--- config.mk ---
export PLATFORM = sky130hd
export DESIGN_NAME = div_scheduler_flat
export DESIGN_NICKNAME = d
export VERILOG_FILES = /design/src/rtl/div_scheduler_if.sv /design/src/rtl/div_scheduler.sv /design/src/flat_wrapper.sv
export SDC_FILE = /design/constraint.sdc
export NUM_CORES = 1
export LEC_CHECK = 0
export CORE_MARGIN = 2
export CORE_UTILIZATION = 46
export CTS_CLUSTER_DIAMETER = 30
export CTS_CLUSTER_SIZE = 30
export DETAILED_ROUTE_END_ITERATION = 7
export MAX_ROUTING_LAYER = met4
export PLACE_DENSITY = 0.85
export SYNTH_ARGS = -nofsm -noshare
export SYNTH_HDL_FRONTEND = slang
export SYNTH_SLANG_ARGS = --single-unit
export TNS_END_PERCENT = 30
--- constraint.sdc ---
create_clock -name clk -period 2 [get_ports clk]
set_clock_uncertainty 0.05 [all_clocks]
set_input_delay 0.4 -clock clk [delete_from_list [all_inputs] [get_ports clk]]
set_output_delay 0.4 -clock clk [all_outputs]
set_load 0.05 [all_outputs]
--- src/rtl/div_scheduler_if.sv ---
// Handshake bundle between the ID-stage decode and the divide scheduler.
// The master drives the decode requests; the slave (scheduler) drives the control outputs.
interface div_scheduler_if;
    logic       div_issue;
    logic       mfhilo_req;
    logic       divisor_zero;
    logic       abort;
    logic       stall;
    logic       div_load;
    logic       div_step;
    logic       hilo_we;
    logic       dz_err;
    logic       busy;
    logic [5:0] step_cnt;

    modport master (
        output div_issue, mfhilo_req, divisor_zero, abort,
        input  stall, div_load, div_step, hilo_we, dz_err, busy, step_cnt
    );

    modport slave (
        input  div_issue, mfhilo_req, divisor_zero, abort,
        output stall, div_load, div_step, hilo_we, dz_err, busy, step_cnt
    );
endinterface

--- src/rtl/div_scheduler.sv ---
// Sequences an iterative divider: operand load, DIV_CYCLES step cycles, HI/LO write-back,
// and stalls ID while a divide or a dependent MFHI/MFLO is outstanding.
module div_scheduler #(
    parameter int unsigned DIV_CYCLES = 32
) (
    input  logic            clk,
    input  logic            rst,
    div_scheduler_if.slave  bus
);

    typedef enum logic [1:0] {
        IDLE  = 2'd0,
        LOAD  = 2'd1,
        RUN   = 2'd2,
        WRITE = 2'd3
    } state_t;

    localparam logic [5:0] CNT_INIT = DIV_CYCLES[5:0];

    state_t     state_r;
    state_t     state_next_s;
    logic [5:0] cnt_r;
    logic [5:0] cnt_next_s;
    logic       dz_r;
    logic       dz_next_s;
    logic       load_r;
    logic       step_r;
    logic       we_r;
    logic       busy_r;

    // Next-state and counter decode
    always_comb begin
        state_next_s = state_r;
        cnt_next_s   = cnt_r;
        dz_next_s    = 1'b0;
        case (state_r)
            IDLE: begin
                if (bus.div_issue && !bus.abort) begin
                    if (bus.divisor_zero) begin
                        dz_next_s = 1'b1;
                    end else begin
                        state_next_s = LOAD;
                        cnt_next_s   = CNT_INIT;
                    end
                end else begin
                    state_next_s = IDLE;
                end
            end
            LOAD: begin
                if (bus.abort) begin
                    state_next_s = IDLE;
                    cnt_next_s   = 6'd0;
                end else begin
                    state_next_s = RUN;
                end
            end
            RUN: begin
                // Compare with <= so a corrupted counter can never wrap below zero
                if (bus.abort) begin
                    state_next_s = IDLE;
                    cnt_next_s   = 6'd0;
                end else if (cnt_r <= 6'd1) begin
                    state_next_s = WRITE;
                    cnt_next_s   = 6'd0;
                end else begin
                    cnt_next_s   = cnt_r - 6'd1;
                end
            end
            WRITE: begin
                state_next_s = IDLE;
                cnt_next_s   = 6'd0;
            end
            default: begin
                state_next_s = IDLE;
                cnt_next_s   = 6'd0;
            end
        endcase
    end

    // State, counter and registered control outputs
    always_ff @(posedge clk or negedge rst) begin
        if (!rst) begin
            state_r <= IDLE;
            cnt_r   <= 6'd0;
            dz_r    <= 1'b0;
            load_r  <= 1'b0;
            step_r  <= 1'b0;
            we_r    <= 1'b0;
            busy_r  <= 1'b0;
        end else begin
            state_r <= state_next_s;
            cnt_r   <= cnt_next_s;
            dz_r    <= dz_next_s;
            load_r  <= (state_next_s == LOAD);
            step_r  <= (state_next_s == RUN);
            we_r    <= (state_next_s == WRITE);
            busy_r  <= (state_next_s != IDLE);
        end
    end

    assign bus.stall    = (bus.div_issue | bus.mfhilo_req) & busy_r;
    assign bus.div_load = load_r;
    assign bus.div_step = step_r;
    assign bus.hilo_we  = we_r;
    assign bus.dz_err   = dz_r;
    assign bus.busy     = busy_r;
    assign bus.step_cnt = cnt_r;

endmodule

--- src/flat_wrapper.sv ---
// flat-port wrapper written by rule: the top's interface ports become plain ports
module div_scheduler_flat 
#(
    parameter int unsigned DIV_CYCLES = 32
)
  (clk, rst, bus_div_issue, bus_mfhilo_req, bus_divisor_zero, bus_abort, bus_stall, bus_div_load, bus_div_step, bus_hilo_we, bus_dz_err, bus_busy, bus_step_cnt);
  div_scheduler_if bus_i ();
  input  logic clk;
  input  logic rst;
  input wire logic [$bits(bus_i.div_issue)-1:0] bus_div_issue;
  input wire logic [$bits(bus_i.mfhilo_req)-1:0] bus_mfhilo_req;
  input wire logic [$bits(bus_i.divisor_zero)-1:0] bus_divisor_zero;
  input wire logic [$bits(bus_i.abort)-1:0] bus_abort;
  output wire logic [$bits(bus_i.stall)-1:0] bus_stall;
  output wire logic [$bits(bus_i.div_load)-1:0] bus_div_load;
  output wire logic [$bits(bus_i.div_step)-1:0] bus_div_step;
  output wire logic [$bits(bus_i.hilo_we)-1:0] bus_hilo_we;
  output wire logic [$bits(bus_i.dz_err)-1:0] bus_dz_err;
  output wire logic [$bits(bus_i.busy)-1:0] bus_busy;
  output wire logic [$bits(bus_i.step_cnt)-1:0] bus_step_cnt;
  assign bus_i.div_issue = bus_div_issue;
  assign bus_i.mfhilo_req = bus_mfhilo_req;
  assign bus_i.divisor_zero = bus_divisor_zero;
  assign bus_i.abort = bus_abort;
  assign bus_stall = bus_i.stall;
  assign bus_div_load = bus_i.div_load;
  assign bus_div_step = bus_i.div_step;
  assign bus_hilo_we = bus_i.hilo_we;
  assign bus_dz_err = bus_i.dz_err;
  assign bus_busy = bus_i.busy;
  assign bus_step_cnt = bus_i.step_cnt;
  div_scheduler #(.DIV_CYCLES(DIV_CYCLES)) u_core (.clk(clk), .rst(rst), .bus(bus_i));
endmodule
# Word-level counts from Yosys, hierarchy flattened
# Cells that the tools add are included.
# totals
register_bits	13
in_bits	6
out_inout_bits	12
elab_cells	40
# classes
n_addsub	1
n_lt_le_gt_ge	1
n_eq_ne	9
n_mux	15
bitwise	2
n_reduce_logical	5
# ops
op	count
6-bit 2-to-1 mux	5
6-bit one-hot mux with 4 select lines	1
2-bit 2-to-1 mux	5
2-bit equality test (second input constant)	4
2-bit one-hot mux with 4 select lines	1
6-bit by 1-bit less-or-equal comparator with 1-bit output (second input constant)	1
6-bit by 1-bit subtractor with 6-bit output (second input constant)	1
2-bit by 1-bit equality test with 1-bit output (second input constant)	2
2-bit inequality test (second input constant)	2
1-bit 2-to-1 mux	3
3-bit AND reduction	1
2-bit logical NOT	1
2-bit by 1-bit inequality test with 1-bit output (second input constant)	1
2-bit nonzero test	1
1-bit AND	1
1-bit logical AND	1
1-bit logical NOT	1
1-bit OR	1

# Depth between registers and ports, before layout
# logic_depth
ltp_word	5
depth_mapped	5
depth_no_buf	5

# Least setup slack after synthesis
# No wires, ideal clock.
# synth_path
path_type	register to register
from	register u_core.cnt_r[3], in the netlist u_core.bus.step_cnt[3]
to	register u_core.cnt_r[0], in the netlist u_core.bus.step_cnt[0]
t_arrival_ns	1.554
t_required_ns	1.803
path_slack_ns	0.249
stages_incl_launch_ff	5
n_path_buf	1
period_less_slack_ns	1.751
path_cell_list	dfrtp_1 > or3_1 > clkbuf_2 > o31ai_1 > mux2i_1
# synth_via
elab_chain_cells	4
# synth_rtl
element	line	text
start, declared	div_scheduler.sv:22	logic [5:0] cnt_r;
start signal, assigned	div_scheduler.sv:92	cnt_r <= cnt_next_s;
6-bit by 1-bit less-or-equal comparator with 1-bit output	div_scheduler.sv:62	end else if (cnt_r <= 6'd1) begin
6-bit 2-to-1 mux	div_scheduler.sv:62	
6-bit 2-to-1 mux	div_scheduler.sv:59	if (bus.abort) begin
6-bit one-hot mux with 4 select lines	div_scheduler.sv:36	case (state_r)
# Every way passes these cells.
# A chain may end at the register's enable or synchronous reset.

# Final worst setup path
# layout_path
from	register u_core.cnt_r[4], in the netlist u_core.bus.step_cnt[4]
to	output bus_step_cnt[4]
# layout_rtl
element	line	text
end, declared	flat_wrapper.sv:20	output wire logic [$bits(bus_i.step_cnt)-1:0] bus_step_cnt;
# No word-level cell between the ends.

==> flow_metrics.py <==
metrics = {
    "sta": {
        "final_max_slew_viol_count": 0,
        "worst_pin_slew_ns": 0.577,
        "slew_headroom": 0.614,
        "min_period_ns": 1.92,
        "fmax_mhz": 521,
        "tns_ns": 0,
        "hold_viol": 0,
        "finalSetupViolations": 0,
        "whs_ns": 0.427,
        "fin_crit_sh": 0.959,
        "rsz0062_at_grt": "no",
    },
    "floorplanning": {
        "die_area_mm2": 0.00180,
        "initial_core_util": 0.510,
        "die_h_um": 42.5,
        "ioPinCount": 18,
        "fp-row-count": 13,
        "core_area_mm2": 0.00133,
        "die_x_um": 42.5,
    },
    "power_and_ir_drop": {
        "p_sw_frac": 0.441,
        "p_leak_nw": 0.396,
        "power_density_mw_per_mm2": 1080,
        "comb_power_share": 0.451,
        "vdd_drop_max_uv": 607,
        "power_frac_seq": 0.375,
        "p_sw_mw": 0.429,
        "p_int_mw": 0.543,
        "pwr-share-clk": 0.174,
    },
    "synth": {
        "avgSynthCellArea_um2": 10.2,
        "synth_cell_types": 33,
        "synth.area.top_cells": "dfrtp_1, ha_1, inv_1, o22ai_1, or3_1",
        "yosysTopAreaCellShare": 0.478,
        "synthAdderAreaFrac": 0.0368,
        "synthArstFlopShare": 1.00,
        "synthSimpleGateAreaFrac": 0.217,
        "synthFlopType": "dfrtp_1",
        "synth_top_area_cell": "dfrtp_1",
        "synth_xor_area_frac": 0.0129,
        "yosysWarnings": 0,
        "synth_compound_area_frac": 0.182,
        "synthMuxAreaShare": 0.0147,
        "synth_top_family_by_area": "simple AND/OR/NAND/NOR gates",
        "syn_area_um2": 681,
        "netlist_instances": 67,
        "synth_edf_count": 0,
        "ys_ff_latch": 13,
        "synth-seq-area-share": 0.478,
        "synthesis.nets": 75,
    },
    "critical_path": {
        "cp_cell_sequence": "clkdlybuf4s50_1",
        "cp_max_fo": 3,
        "crit_slowest_cell": "clkdlybuf4s50_1",
        "worstSetupStartpoint": "u_core.bus.step_cnt[4]",
        "worstSetupEndpointType": "output pin",
        "cpPeakStageDelay_ns": 0.81,
        "r2r-start": "u_core.bus.step_cnt[3]",
        "worstSetupStartpointType": "register",
        "crit_type": "register to output pin",
        "arrival_ns": 1.47,
        "path_delay_family": "buffers and inverters",
        "critical_path_required_ns": 1.55,
        "path_buf_inv": 1,
    },
    "finish": {
        "layout_common_cells": "dfrtp_1, clkdlybuf4s50_1, buf_4",
        "layout_commonest_cell": "dfrtp_1",
        "drive_gt1_frac": 0.161,
        "syn_to_final_growth_pct": 32.5,
        "n_fill_cell": 104,
        "multi_input_area_um2": 315,
        "final_cells": 102,
        "n_antenna_cell": 0,
        "final_util": 0.676,
        "final_net_count": 96,
        "regArea_um2": 325,
    },
    "cts": {
        "holdBufCountCts": 0,
        "worstSkewPairLatency_ns": 0.28,
        "cts_buffer_depth": 2,
        "clock-sinks": 13,
        "path_clk_slew_ns": 0.08,
        "htree_levels": 1,
        "cts_root_buf": "clkbuf_4",
        "postCtsSetupBuffers": 0,
        "cts_tree": "yes",
        "cts.repair.resized": 0,
        "cts_made_buffers": 3,
    },
    "drt": {
        "wl_mm": 1.42,
        "drc": 0,
        "drt_first_pass_iters": 4,
        "ant_nets": 0,
        "wl_per_cell_um": 13.9,
        "drtIter0Drc": 39,
        "vias": 622,
        "viasPerCell": 6.10,
    },
    "place": {
        "place_inst": 98,
        "place_hpwl_mm": 1.06,
        "port_buffers": 17,
        "gp_congestion": 0.775,
    },
    "grt": {
        "grt_pass1_wl_mm": 2.33,
        "antenna_found_initial": 0,
        "globalRouteOverflowTotal": 0,
        "grt_max_degree": 14,
        "first_global_vias": 523,
        "grt.total_usage": 0.182,
    },
    "outcome": {
        "status": "finished, final reports clean",
    },
    "run": {
        "maxCapViolCount": 0,
    },
    "hold_path": {
        "min_path_type": "input pin to async pin",
    },
}
==> metal layers <==
| layer | vias up | share of wire | GRT usage |
|---|---|---|---|
| li1 | 293 | - | - |
| met1 | 294 | 0.42 | 0.236 |
| met2 | 30 | 0.49 | 0.265 |
| met3 | 5 | 0.071 | 0.0259 |
| met4 | 0 | 0.020 | 0.113 |
| met5 | - | 0 | - |
==> power by group through the flow <==
stage / sequential [mW] / clock (mW) / combinational [mW]
after global placement: 0.368 / 0 / 0.433
final: 0.364 / 0.170 / 0.438
after detailed placement: 0.369 / 0 / 0.439
after floorplan: 0.474 / 0 / 0.208
after global routing: 0.375 / 0.178 / 0.468
after CTS: 0.364 / 0.167 / 0.440
==> through the flow <==
step | total power [mW] | instance area [um2] | setup WS [ns]
final | 0.972 | 902 | 0.0820
after global routing | 1.02 | 902 | 0.0568
after CTS | 0.970 | 902 | 0.0867
after detailed placement | 0.808 | 876 | 0.112
after global placement | 0.801 | 876 | 0.159
after floorplan | 0.682 | 681 | 0.249
==> path summary, 6_finish.rpt <==
path	endpoint	slack [ns]	depth (start not counted)
worst max-delay path	bus_step_cnt[4]	0.08	1
worst min-delay path	u_core.bus.busy	0.43	1
worst max register to register	u_core.bus.step_cnt[0]	0.34	3
worst min register to register	u_core.bus.step_cnt[4]	0.49	1
max in group asynchronous	u_core.bus.step_cnt[1]	1.10	1
min in group clk	u_core.bus.step_cnt[4]	0.49	1
==> sequential cells by signal, indices dropped and copies added (netlist names) <==
register / flops
u_core.bus.busy: 1
u_core.bus.dz_err: 1
u_core.bus.step_cnt: 6
u_core.bus.hilo_we: 1
u_core.bus.div_step: 1
u_core.state_r: 2
u_core.bus.div_load: 1
==> synth_stat cells, drive strengths merged, types with 2 or more instances <==
cell type	count
or3	3
nor2	3
dfrtp	13
ha	2
o22ai	3
nor4b	2
o21a	2
clkbuf	4
nor3b	2
a21oi	3
inv	5
o311ai	2
nand2	2
nor2b	2
nor3	2
==> cell families (layout without fill, tap and decap cells) <==
| logic type | count (synthesis) | after routing |
|---|---|---|
| DFF | 13 | 13 |
| AOI/OAI and AO/OA | 17 | 17 |
| xor gates and xnor gates | 1 | 1 |
| buffers and inverters | 10 | 30 |
| and+or+nand+nor | 23 | 23 |
| muxes | 1 | 1 |
| adders and majority gates | 2 | 2 |
==> final cells by class <==
class,instances,share of cell area
clock buffers,4,0.0291
inverters,5,0.0208
multi-input cells,44,0.350
flip-flops and latches,13,0.361
well taps,15,0.0208
repair buffers,21,0.219
(Power assumes the default switching activity.)
==> variant, RTL diff (config.mk and constraints unchanged) <==
The 4 states of `state_t` get a one-hot encoding in 4 bits.
--- a/src/rtl/div_scheduler.sv
+++ b/src/rtl/div_scheduler.sv
@@ -10,7 +10,7 @@
 
-    typedef enum logic [1:0] {
-        IDLE  = 2'd0,
-        LOAD  = 2'd1,
-        RUN   = 2'd2,
-        WRITE = 2'd3
+    typedef enum logic [3:0] {
+        IDLE  = 4'b0001,
+        LOAD  = 4'b0010,
+        RUN   = 4'b0100,
+        WRITE = 4'b1000
     } state_t;
Check against the original RTL: no difference found for any inputs over 10 cycles, from zero or initial values and one cycle with rst low; not proved beyond that.
==> variant against the unedited design <==
- worst setup slack better by 0.035 ns
- via count up 5.1%
- synthesized cell count increased by 13%
- synthesized area is 15% higher
- final area rose by 12%
- fmax increased by 1.8%
- sequential cell count up 2
- register-to-register slack got worse by 0.08 ns
- routed wire length grew 16%
- die area grew 13%
- sequential share of layout area increased by 1.4 points
- critical endpoint is now bus_busy
- largest cell class unchanged
Power is not compared: it rests on default switching activity, and its combinational part moved more than twofold at a synthesized area within 25%.
==> variant: results (changes against the unedited design) <==
Routed met3 length: 54 um (-46%)
Final HPWL DP: 1270 um (+19%)
number of distinct library cells after synthesis: 30 (-9.1%)
Filler Cell Count: 118 (+13%)
DR vias: 654 (+5.1%)
Via density: 5.74 (-5.9%)
met2 usage: 31.1% (+4.7 points)
sequential-to-total area share from yosys stat: 48.2% (+0.37 points)
Synthesized Nets: 84 (+12%)
status: completed
worst-margin pin slew: 0.502 ns (-0.0753 ns)
M1 GR Usage: 24.6% (+1.0 points)
crit-path max FO: 2 (-1)
top cells by count, synth: 14 x dfrtp_1, 8 x nand2_1, 7 x inv_1, 7 x nor2_1
wl on met1: 801 um (+36%)
Worst Reg-to-Reg Cells: 6 (+3)
Met2 Wirelength: 753 um (+8.2%)
drt pass-1 iters: 2 (-2)
layout cells sized above 1: 19.4% (+3.3 points)
vias in the first global route: 600 (+15%)
Synth area leaders: dfrtp_1 45%, nand2_1 3.8%, dfstp_2 3.4%, inv_1 3.4%, nor2_1 3.4%
Synth Area per Inst: 10.3 sq um (+1.3%)
wire length per cell: 14.4 um (+4.1%)
initial DRC count: 14 (-64%)
Nets: 107 (+11%)
pre-CTS setup slack: 0.0522 ns (-0.0596 ns)
[variant: changes by cell type after synthesis, sizes merged, moves of 2 or more]
| cell | before | now |
|---|---|---|
| clkbuf | 4 | 1 |
| nor4 | 1 | 3 |
| o22ai | 3 | 1 |
| inv | 5 | 7 |
| nor2 | 3 | 7 |
| o21ai | 0 | 4 |
| a31oi | 0 | 3 |
| nor3b | 2 | 0 |
| nand2 | 2 | 8 |
[variant: cell type report]
cell class / instances / share of cell area [%]
Inverter: 7 / 2.61
Multi-Input combinational cell: 53 / 37.4
Timing Repair Buffer: 19 / 17.9
Sequential cell: 15 / 37.4
Clock buffer: 4 / 2.61
Tap cell: 16 / 1.99
[variant: stage by stage]
| stage | utilization (%) | cell area [sq um] |
|---|---|---|
| floorplan | - | 782 |
| global placement | 63.4 | 977 |
| finish | 65.3 | 1010 |
| detailed placement | 63.4 | 977 |
| global route | 65.3 | 1010 |
| CTS | 65.1 | 1000 |
[variant: kinds of logic after synthesis]
group / Yosys count / share of synthesized area (%)
AOI/OAI and AO/OA: 19 / 19.8
and+or+nand+nor: 30 / 22.6
xor gates and xnor gates: 2 / 2.24
DFF: 15 / 48.2
buffers and inverters: 8 / 4.00
adders and majority gates: 2 / 3.20
[variant: final timing paths]
path | slack [ns] | startpoint | to
min in group clk | 0.51 | u_core.bus.step_cnt[4] | u_core.bus.step_cnt[4]
max in group asynchronous | 1.05 | rst | u_core.state_r[0]
min | 0.33 | rst | u_core.bus.step_cnt[5]
max reg2reg | 0.26 | u_core.bus.step_cnt[0] | u_core.bus.step_cnt[4]
min reg2reg | 0.51 | u_core.bus.step_cnt[4] | u_core.bus.step_cnt[4]
max | 0.12 | u_core.bus.busy | bus_busy
[variant: report_power, final]
part / switching, uW / internal, uW
clock network: 98.3 / 77.5
registers: 19.0 / 314
logic: 63.1 / 42.5
